--- src/rtl/fp_operand_align_prep_if.sv ---
// Operand-pair / aligned-bundle bus of the FP adder front end.
// Handshake: a transfer happens on a rising edge where valid and ready are both 1; a
// producer holding valid keeps its data stable until that edge, and ready may depend on valid.
interface fp_operand_align_prep_if;
    logic        i_valid;
    logic        o_ready;
    logic [31:0] i_op_a;
    logic [31:0] i_op_b;
    logic        i_sub;

    logic        o_valid;
    logic        i_ready;
    logic [7:0]  o_num_shifts;
    logic [25:0] o_large_mant;
    logic [25:0] o_small_mant;
    logic [7:0]  o_exp;
    logic        o_sign;
    logic        o_eff_sub;
    logic        o_special;
    logic [31:0] o_special_result;

    modport slave (
        input  i_valid, i_op_a, i_op_b, i_sub, i_ready,
        output o_ready, o_valid, o_num_shifts, o_large_mant, o_small_mant,
        output o_exp, o_sign, o_eff_sub, o_special, o_special_result
    );

    modport master (
        output i_valid, i_op_a, i_op_b, i_sub, i_ready,
        input  o_ready, o_valid, o_num_shifts, o_large_mant, o_small_mant,
        input  o_exp, o_sign, o_eff_sub, o_special, o_special_result
    );
endinterface

--- src/rtl/fp_operand_align_prep.sv ---
// Two-stage binary32 adder front end: unpack and compare, then swap, exponent difference
// and NaN/Inf decode, feeding the alignment shifter. Elastic valid/ready on both sides.
module fp_operand_align_prep (
    input  logic                   i_clk,
    input  logic                   i_rst_n,
    fp_operand_align_prep_if.slave bus
);
    localparam logic [31:0] QNAN    = 32'h7FC0_0000;
    localparam logic [7:0]  EXP_MAX = 8'hFF;

    logic        s1_valid_q, s1_valid_d;
    logic        s1_sign_a_q, s1_sign_a_d;
    logic        s1_sign_b_q, s1_sign_b_d;
    logic [7:0]  s1_exp_a_q, s1_exp_a_d;
    logic [7:0]  s1_exp_b_q, s1_exp_b_d;
    logic [22:0] s1_frac_a_q, s1_frac_a_d;
    logic [22:0] s1_frac_b_q, s1_frac_b_d;
    logic        s1_a_large_q, s1_a_large_d;

    logic        s2_valid_q, s2_valid_d;
    logic [7:0]  s2_num_shifts_q, s2_num_shifts_d;
    logic [25:0] s2_large_mant_q, s2_large_mant_d;
    logic [25:0] s2_small_mant_q, s2_small_mant_d;
    logic [7:0]  s2_exp_q, s2_exp_d;
    logic        s2_sign_q, s2_sign_d;
    logic        s2_eff_sub_q, s2_eff_sub_d;
    logic        s2_special_q, s2_special_d;
    logic [31:0] s2_special_result_q, s2_special_result_d;

    logic s2_free, s1_free, accept, s1_move;

    assign s2_free     = !s2_valid_q || bus.i_ready;
    assign s1_free     = !s1_valid_q || s2_free;
    assign accept      = bus.i_valid && s1_free;
    assign s1_move     = s1_valid_q && s2_free;
    assign bus.o_ready = s1_free;

    always_comb begin
        s1_valid_d   = s1_free ? bus.i_valid : s1_valid_q;
        s1_sign_a_d  = s1_sign_a_q;
        s1_sign_b_d  = s1_sign_b_q;
        s1_exp_a_d   = s1_exp_a_q;
        s1_exp_b_d   = s1_exp_b_q;
        s1_frac_a_d  = s1_frac_a_q;
        s1_frac_b_d  = s1_frac_b_q;
        s1_a_large_d = s1_a_large_q;
        if (accept) begin
            s1_sign_a_d  = bus.i_op_a[31];
            s1_sign_b_d  = bus.i_op_b[31] ^ bus.i_sub;
            s1_exp_a_d   = bus.i_op_a[30:23];
            s1_exp_b_d   = bus.i_op_b[30:23];
            s1_frac_a_d  = bus.i_op_a[22:0];
            s1_frac_b_d  = bus.i_op_b[22:0];
            // Raw {exp, frac} ordering equals magnitude ordering; ties leave A as large.
            s1_a_large_d = (bus.i_op_a[30:0] >= bus.i_op_b[30:0]);
        end
    end

    logic [7:0]  eff_exp_a, eff_exp_b;
    logic [25:0] mant_a, mant_b;
    logic        nan_a, nan_b, inf_a, inf_b, eff_sub;
    logic        special;
    logic [31:0] special_result;

    always_comb begin
        eff_exp_a = (s1_exp_a_q == 8'd0) ? 8'd1 : s1_exp_a_q;
        eff_exp_b = (s1_exp_b_q == 8'd0) ? 8'd1 : s1_exp_b_q;
        mant_a    = {(s1_exp_a_q != 8'd0), s1_frac_a_q, 2'b00};
        mant_b    = {(s1_exp_b_q != 8'd0), s1_frac_b_q, 2'b00};
        nan_a     = (s1_exp_a_q == EXP_MAX) && (s1_frac_a_q != 23'd0);
        nan_b     = (s1_exp_b_q == EXP_MAX) && (s1_frac_b_q != 23'd0);
        inf_a     = (s1_exp_a_q == EXP_MAX) && (s1_frac_a_q == 23'd0);
        inf_b     = (s1_exp_b_q == EXP_MAX) && (s1_frac_b_q == 23'd0);
        eff_sub   = s1_sign_a_q ^ s1_sign_b_q;

        special        = 1'b0;
        special_result = 32'd0;
        if (nan_a || nan_b) begin
            special        = 1'b1;
            special_result = QNAN;
        end else if (inf_a && inf_b && eff_sub) begin
            special        = 1'b1;
            special_result = QNAN;
        end else if (inf_a) begin
            special        = 1'b1;
            special_result = {s1_sign_a_q, EXP_MAX, 23'd0};
        end else if (inf_b) begin
            special        = 1'b1;
            special_result = {s1_sign_b_q, EXP_MAX, 23'd0};
        end
    end

    always_comb begin
        s2_valid_d          = s2_free ? s1_valid_q : s2_valid_q;
        s2_num_shifts_d     = s2_num_shifts_q;
        s2_large_mant_d     = s2_large_mant_q;
        s2_small_mant_d     = s2_small_mant_q;
        s2_exp_d            = s2_exp_q;
        s2_sign_d           = s2_sign_q;
        s2_eff_sub_d        = s2_eff_sub_q;
        s2_special_d        = s2_special_q;
        s2_special_result_d = s2_special_result_q;
        if (s1_move) begin
            s2_eff_sub_d        = eff_sub;
            s2_special_d        = special;
            s2_special_result_d = special_result;
            if (s1_a_large_q) begin
                s2_num_shifts_d = eff_exp_a - eff_exp_b;
                s2_large_mant_d = mant_a;
                s2_small_mant_d = mant_b;
                s2_exp_d        = eff_exp_a;
                s2_sign_d       = s1_sign_a_q;
            end else begin
                s2_num_shifts_d = eff_exp_b - eff_exp_a;
                s2_large_mant_d = mant_b;
                s2_small_mant_d = mant_a;
                s2_exp_d        = eff_exp_b;
                s2_sign_d       = s1_sign_b_q;
            end
        end
    end

    always_ff @(posedge i_clk) begin
        if (!i_rst_n) begin
            s1_valid_q          <= 1'b0;
            s1_sign_a_q         <= 1'b0;
            s1_sign_b_q         <= 1'b0;
            s1_exp_a_q          <= 8'd0;
            s1_exp_b_q          <= 8'd0;
            s1_frac_a_q         <= 23'd0;
            s1_frac_b_q         <= 23'd0;
            s1_a_large_q        <= 1'b0;
            s2_valid_q          <= 1'b0;
            s2_num_shifts_q     <= 8'd0;
            s2_large_mant_q     <= 26'd0;
            s2_small_mant_q     <= 26'd0;
            s2_exp_q            <= 8'd0;
            s2_sign_q           <= 1'b0;
            s2_eff_sub_q        <= 1'b0;
            s2_special_q        <= 1'b0;
            s2_special_result_q <= 32'd0;
        end else begin
            s1_valid_q          <= s1_valid_d;
            s1_sign_a_q         <= s1_sign_a_d;
            s1_sign_b_q         <= s1_sign_b_d;
            s1_exp_a_q          <= s1_exp_a_d;
            s1_exp_b_q          <= s1_exp_b_d;
            s1_frac_a_q         <= s1_frac_a_d;
            s1_frac_b_q         <= s1_frac_b_d;
            s1_a_large_q        <= s1_a_large_d;
            s2_valid_q          <= s2_valid_d;
            s2_num_shifts_q     <= s2_num_shifts_d;
            s2_large_mant_q     <= s2_large_mant_d;
            s2_small_mant_q     <= s2_small_mant_d;
            s2_exp_q            <= s2_exp_d;
            s2_sign_q           <= s2_sign_d;
            s2_eff_sub_q        <= s2_eff_sub_d;
            s2_special_q        <= s2_special_d;
            s2_special_result_q <= s2_special_result_d;
        end
    end

    assign bus.o_valid          = s2_valid_q;
    assign bus.o_num_shifts     = s2_num_shifts_q;
    assign bus.o_large_mant     = s2_large_mant_q;
    assign bus.o_small_mant     = s2_small_mant_q;
    assign bus.o_exp            = s2_exp_q;
    assign bus.o_sign           = s2_sign_q;
    assign bus.o_eff_sub        = s2_eff_sub_q;
    assign bus.o_special        = s2_special_q;
    assign bus.o_special_result = s2_special_result_q;
endmodule

--- src/flat_wrapper.sv ---
// flat-port wrapper written by rule: the top's interface ports become plain ports
module fp_operand_align_prep_flat 
  (i_clk, i_rst_n, bus_i_valid, bus_i_op_a, bus_i_op_b, bus_i_sub, bus_i_ready, bus_o_ready, bus_o_valid, bus_o_num_shifts, bus_o_large_mant, bus_o_small_mant, bus_o_exp, bus_o_sign, bus_o_eff_sub, bus_o_special, bus_o_special_result);
  fp_operand_align_prep_if bus_i ();
  input  logic i_clk;
  input  logic i_rst_n;
  input wire logic [$bits(bus_i.i_valid)-1:0] bus_i_valid;
  input wire logic [$bits(bus_i.i_op_a)-1:0] bus_i_op_a;
  input wire logic [$bits(bus_i.i_op_b)-1:0] bus_i_op_b;
  input wire logic [$bits(bus_i.i_sub)-1:0] bus_i_sub;
  input wire logic [$bits(bus_i.i_ready)-1:0] bus_i_ready;
  output wire logic [$bits(bus_i.o_ready)-1:0] bus_o_ready;
  output wire logic [$bits(bus_i.o_valid)-1:0] bus_o_valid;
  output wire logic [$bits(bus_i.o_num_shifts)-1:0] bus_o_num_shifts;
  output wire logic [$bits(bus_i.o_large_mant)-1:0] bus_o_large_mant;
  output wire logic [$bits(bus_i.o_small_mant)-1:0] bus_o_small_mant;
  output wire logic [$bits(bus_i.o_exp)-1:0] bus_o_exp;
  output wire logic [$bits(bus_i.o_sign)-1:0] bus_o_sign;
  output wire logic [$bits(bus_i.o_eff_sub)-1:0] bus_o_eff_sub;
  output wire logic [$bits(bus_i.o_special)-1:0] bus_o_special;
  output wire logic [$bits(bus_i.o_special_result)-1:0] bus_o_special_result;
  assign bus_i.i_valid = bus_i_valid;
  assign bus_i.i_op_a = bus_i_op_a;
  assign bus_i.i_op_b = bus_i_op_b;
  assign bus_i.i_sub = bus_i_sub;
  assign bus_i.i_ready = bus_i_ready;
  assign bus_o_ready = bus_i.o_ready;
  assign bus_o_valid = bus_i.o_valid;
  assign bus_o_num_shifts = bus_i.o_num_shifts;
  assign bus_o_large_mant = bus_i.o_large_mant;
  assign bus_o_small_mant = bus_i.o_small_mant;
  assign bus_o_exp = bus_i.o_exp;
  assign bus_o_sign = bus_i.o_sign;
  assign bus_o_eff_sub = bus_i.o_eff_sub;
  assign bus_o_special = bus_i.o_special;
  assign bus_o_special_result = bus_i.o_special_result;
  fp_operand_align_prep u_core (.i_clk(i_clk), .i_rst_n(i_rst_n), .bus(bus_i));
endmodule
--- config.mk ---
export PLATFORM = sky130hd
export DESIGN_NAME = fp_operand_align_prep_flat
export DESIGN_NICKNAME = d
export VERILOG_FILES = /design/src/rtl/fp_operand_align_prep_if.sv /design/src/rtl/fp_operand_align_prep.sv /design/src/flat_wrapper.sv
export SDC_FILE = /design/constraint.sdc
export NUM_CORES = 1
export LEC_CHECK = 0
export ABC_AREA = 1
export CORE_ASPECT_RATIO = 0.9
export CORE_MARGIN = 3
export CORE_UTILIZATION = 30
export CTS_BUF_LIST = sky130_fd_sc_hd__clkbuf_16
export DETAILED_ROUTE_END_ITERATION = 8
export SLEW_MARGIN = 20
export SYNTH_ARGS = -nofsm -noshare
export SYNTH_HDL_FRONTEND = slang
export SYNTH_SLANG_ARGS = --single-unit
export TNS_END_PERCENT = 5
--- constraint.sdc ---
create_clock -name i_clk -period 1.9 [get_ports i_clk]
set_input_delay 0.38 -clock i_clk [delete_from_list [all_inputs] [get_ports i_clk]]
set_output_delay 0.38 -clock i_clk [all_outputs]
set_load 0.005 [all_outputs]
==> implementation parameters <==
Parameter                              Value

Layout
  Commonest non-fill, non-tap cells in the layout ... nand2_1, clkdlybuf4s50_1, o21ai_0, dfxtp_1, inv_1
  Most common cell after layout, fill and taps aside ... nand2_1
  Count of nets after finishing ... 1270
  Total of fill cells in the finished design ... 2375
  Final core utilization ... 0.424
  N_diodes ... 0
  Share of cells above drive strength 1 ... 0.132
  Area grow syn2layout ... 38.5%

Clocking
  H-Tree Depth ... 4
  Source-to-sink clock delay at the later pin of the worst-skew pair ... 430 ps
  Root Buffer ... clkbuf_16
  CTS clk-pin slew, worst paths ... 60 ps
  TritonCTS buffer count ... 17
  Post-CTS Setup Bufs ... 0
  Buffers from clock root to sink, at most ... 2
  CTS tree ... yes
  Clock net sink count ... 136

Floorplan
  Number of I/O pins ... 174
  Die Y ... 153 um
  Total die area ... 25800 um^2
  Die Wd ... 169 um
  Standard-cell row count ... 53
  Core box area ... 23400 um^2
  Initial core utilization ... 0.306

Place
  Half-perimeter wire length of the detailed placement result ... 15900 um
  Routability Congestion ... 0.906
  Port bufs ... 147

Timing
  Ratio of final minimum period to clock period ... 0.961
  Count of final setup violators ... 0
  Max Freq ... 548 MHz
  Period minus WS final ... 1830 ps
  Worst Hold Slack ... 319 ps
  Number of failing hold endpoints at the final stage ... 0
  Clock skew ... 12.9 ps
  Unrepaired setup endpoints after global routing ... true
  Final max-slew violation count ... 0

Yosys
  Top FF cell, synth ... dfxtp_1
  Largest family of logic cells by synthesized area ... compound AO/OA/AOI/OAI gates
  Mapped Avg Cell Area ... 7.23 um^2
  Synthesized-area fraction occupied by xor and xnor cells ... 0.00977
  Proportion of synthesized flip-flops having asynchronous set or reset ... 0
  Number of flops mapped to enable cells by yosys ... 0
  Compound-gate portion of the synthesized area ... 0.231
  Adder-cell share of the synthesized area ... 0.0768
  Seq/Total Area, Yosys ... 0.380
  Yosys warns ... 0
  Cell count after synthesis ... 991
  FF+latch count, synth ... 136
  Cell area after technology mapping ... 7170 um^2
  Multiplexer area fraction after synthesis ... 0
  Synth cell types ... 38
  Area fraction in and, or, nand and nor cells after synthesis ... 0.162

Global route
  Maximum number of pins on one net before global-route repair ... 74
  First-pass GRT wire length ... 33800 um
  Initial antenna violation count ... 0
  Overall global routing resource usage ... 0.162
  Total congestion overflow after global routing ... 0
  Vias in the first global route ... 6281

Detailed routing
  Vias ... 6884
  DRT iter0 DRCs ... 470
  Average detailed-routed wire length per instance ... 14.3 um
  Wirelength, routed ... 21100 um
  Antenna viol nets, final ... 0
  Number of remaining DRC errors ... 0
  Average via count per standard cell ... 4.68
  Number of search-and-repair iterations in the first detailed-routing pass ... 5

Worst setup path
  Data arrival, critical path ... 2150 ps
  Category of the most critical setup path ... primary input to register
  Highest net fanout along the worst path ... 2
  Worst setup EP type ... register
  Sort of element at the start of the critical path ... primary input
  Required time reported for the critical path endpoint ... 2230 ps

Power and ir drop
  Worst vdd rail ir drop ... 545 uV
  Pwr Density ... 848 nW/um^2
  Leak pwr ... 4.24 nW

Min path
  Path type of the worst min-delay path ... primary input to register

Flow run
  Max-cap violations ... 0

Outcome
  Result of the run ... finished clean
-- flip-flops by register name (all words and copies together), names as in the netlist --
name                         count
u_core.s1_sign_a_q               1
u_core.s1_exp_a_q                8
u_core.bus.o_valid               1
u_core.bus.o_special_result      3
u_core.bus.o_large_mant         24
u_core.bus.o_small_mant         24
u_core.s1_sign_b_q               1
u_core.bus.o_exp                 8
u_core.s1_frac_b_q              23
u_core.bus.o_eff_sub             1
u_core.bus.o_num_shifts          8
u_core.bus.o_sign                1
u_core.s1_frac_a_q              23
u_core.s1_exp_b_q                8
u_core.s1_a_large_q              1
u_core.s1_valid_q                1
-- synth_stat cells (2+ instances only) --
| master | count | area, um^2 |
|---|---|---|
| nand4_1 | 15 | 93.8 |
| nand2_1 | 166 | 623 |
| o211ai_1 | 4 | 30.0 |
| a21oi_1 | 93 | 465 |
| nor2_1 | 45 | 169 |
| nor2_2 | 2 | 12.5 |
| nor3_1 | 4 | 20.0 |
| buf_1 | 2 | 7.51 |
| nor2_4 | 2 | 22.5 |
| a21boi_0 | 2 | 15.0 |
| o21ai_0 | 137 | 686 |
| a21o_1 | 2 | 15.0 |
| dfxtp_1 | 136 | 2720 |
| ha_1 | 44 | 551 |
| nand2_2 | 8 | 50.1 |
| o21ai_1 | 4 | 20.0 |
| buf_4 | 35 | 263 |
| a31oi_1 | 55 | 344 |
| o221ai_1 | 2 | 17.5 |
| xor2_1 | 2 | 17.5 |
| xnor2_1 | 6 | 52.6 |
| inv_1 | 125 | 469 |
| nand3_1 | 19 | 95.1 |
| clkbuf_1 | 45 | 169 |
| buf_2 | 19 | 95.1 |
| nand3_2 | 5 | 50.1 |
-- per-stage QoR --
step | power, mW | setup WS (ps) | setup TNS [ps] | cells | cell area, um^2
floorplan | 4.18 | 218 | 0 | 1016 | 7260
global placement | 4.95 | -569 | -825 | 1440 | 9220
detailed placement | 4.96 | -500 | -668 | 1440 | 9220
CTS | 8.47 | 4.85 | 0 | 1472 | 9840
global route | 8.86 | -36.6 | -74.0 | 1472 | 9930
finish | 8.42 | 73.9 | 0 | 1472 | 9930
-- path summary, 6_finish.rpt --
check                                                                   from                                      endpoint  slack (ps)  cells after the start
worst max register to register             u_core.s1_exp_a_q[3]$_SDFFE_PN0P_       u_core.bus.o_num_shifts[7]$_SDFFE_PN0P_         110                     12
worst min register to register  u_core.bus.o_special_result[31]$_SDFFE_PN0P_  u_core.bus.o_special_result[31]$_SDFFE_PN0P_         480                      2
worst min-delay path                                           bus_i_op_b[4]            u_core.s1_frac_b_q[4]$_SDFFE_PN0P_         320                      3
worst max-delay path                                           bus_i_op_b[2]              u_core.s1_a_large_q$_SDFFE_PN0P_          70                     13
-- critical path: stages --
cell and delay (ps):
clkdlybuf4s50_1 510, inv_1 50, ha_1 300, a21oi_1 110, o21ai_0 100, nand2_1 70, o211ai_1 150, nand2_1 110
nand3_2 130, nand2_2 100, nand3_2 60, nand2_1 60, inv_1 30
-- cells by family (layout without fill, tap and decap cells) --
kind of cell / count (synthesis) / count (layout)
AO/OA/AOI/OAI: 306 / 306
XOR/XNOR: 8 / 8
adder cells (fa/ha/maj): 44 / 44
buffers and inverters: 227 / 381
flip-flops: 136 / 136
other: 1 / 26
AND/OR/NAND/NOR: 269 / 269
-- power by group --
| group | switching (mW) | internal, mW |
|---|---|---|
| Sequential | 0.156 | 3.07 |
| Combinational | 0.874 | 0.827 |
| Clock | 1.40 | 2.10 |
| Total | 2.43 | 5.99 |
-- cell type report --
type                    count  area [um^2]  share of cell area
inverters                 126          474              0.0478
well taps                 302          378              0.0381
flip-flops and latches    136         2730               0.275
repair buffers            223         2110               0.213
clock inverters            15          189              0.0190
multi-input cells         653         3620               0.365
clock buffers              17          425              0.0429
-- layer usage --
layer	global-route usage	vias to the layer above	share of wire
met5	0	-	0
met2	0.240	183	0.43
li1	-	3567	-
met1	0.239	3116	0.50
met3	0.0275	18	0.058
met4	0.0499	0	0.012
-- timing repair --
item,CTS,global route
pin swaps,0,8
hold buffers,0,0
setup endpoints to repair,2,15
gates resized for setup,2,28
Note: power is estimated with default switching activity, not from simulation.
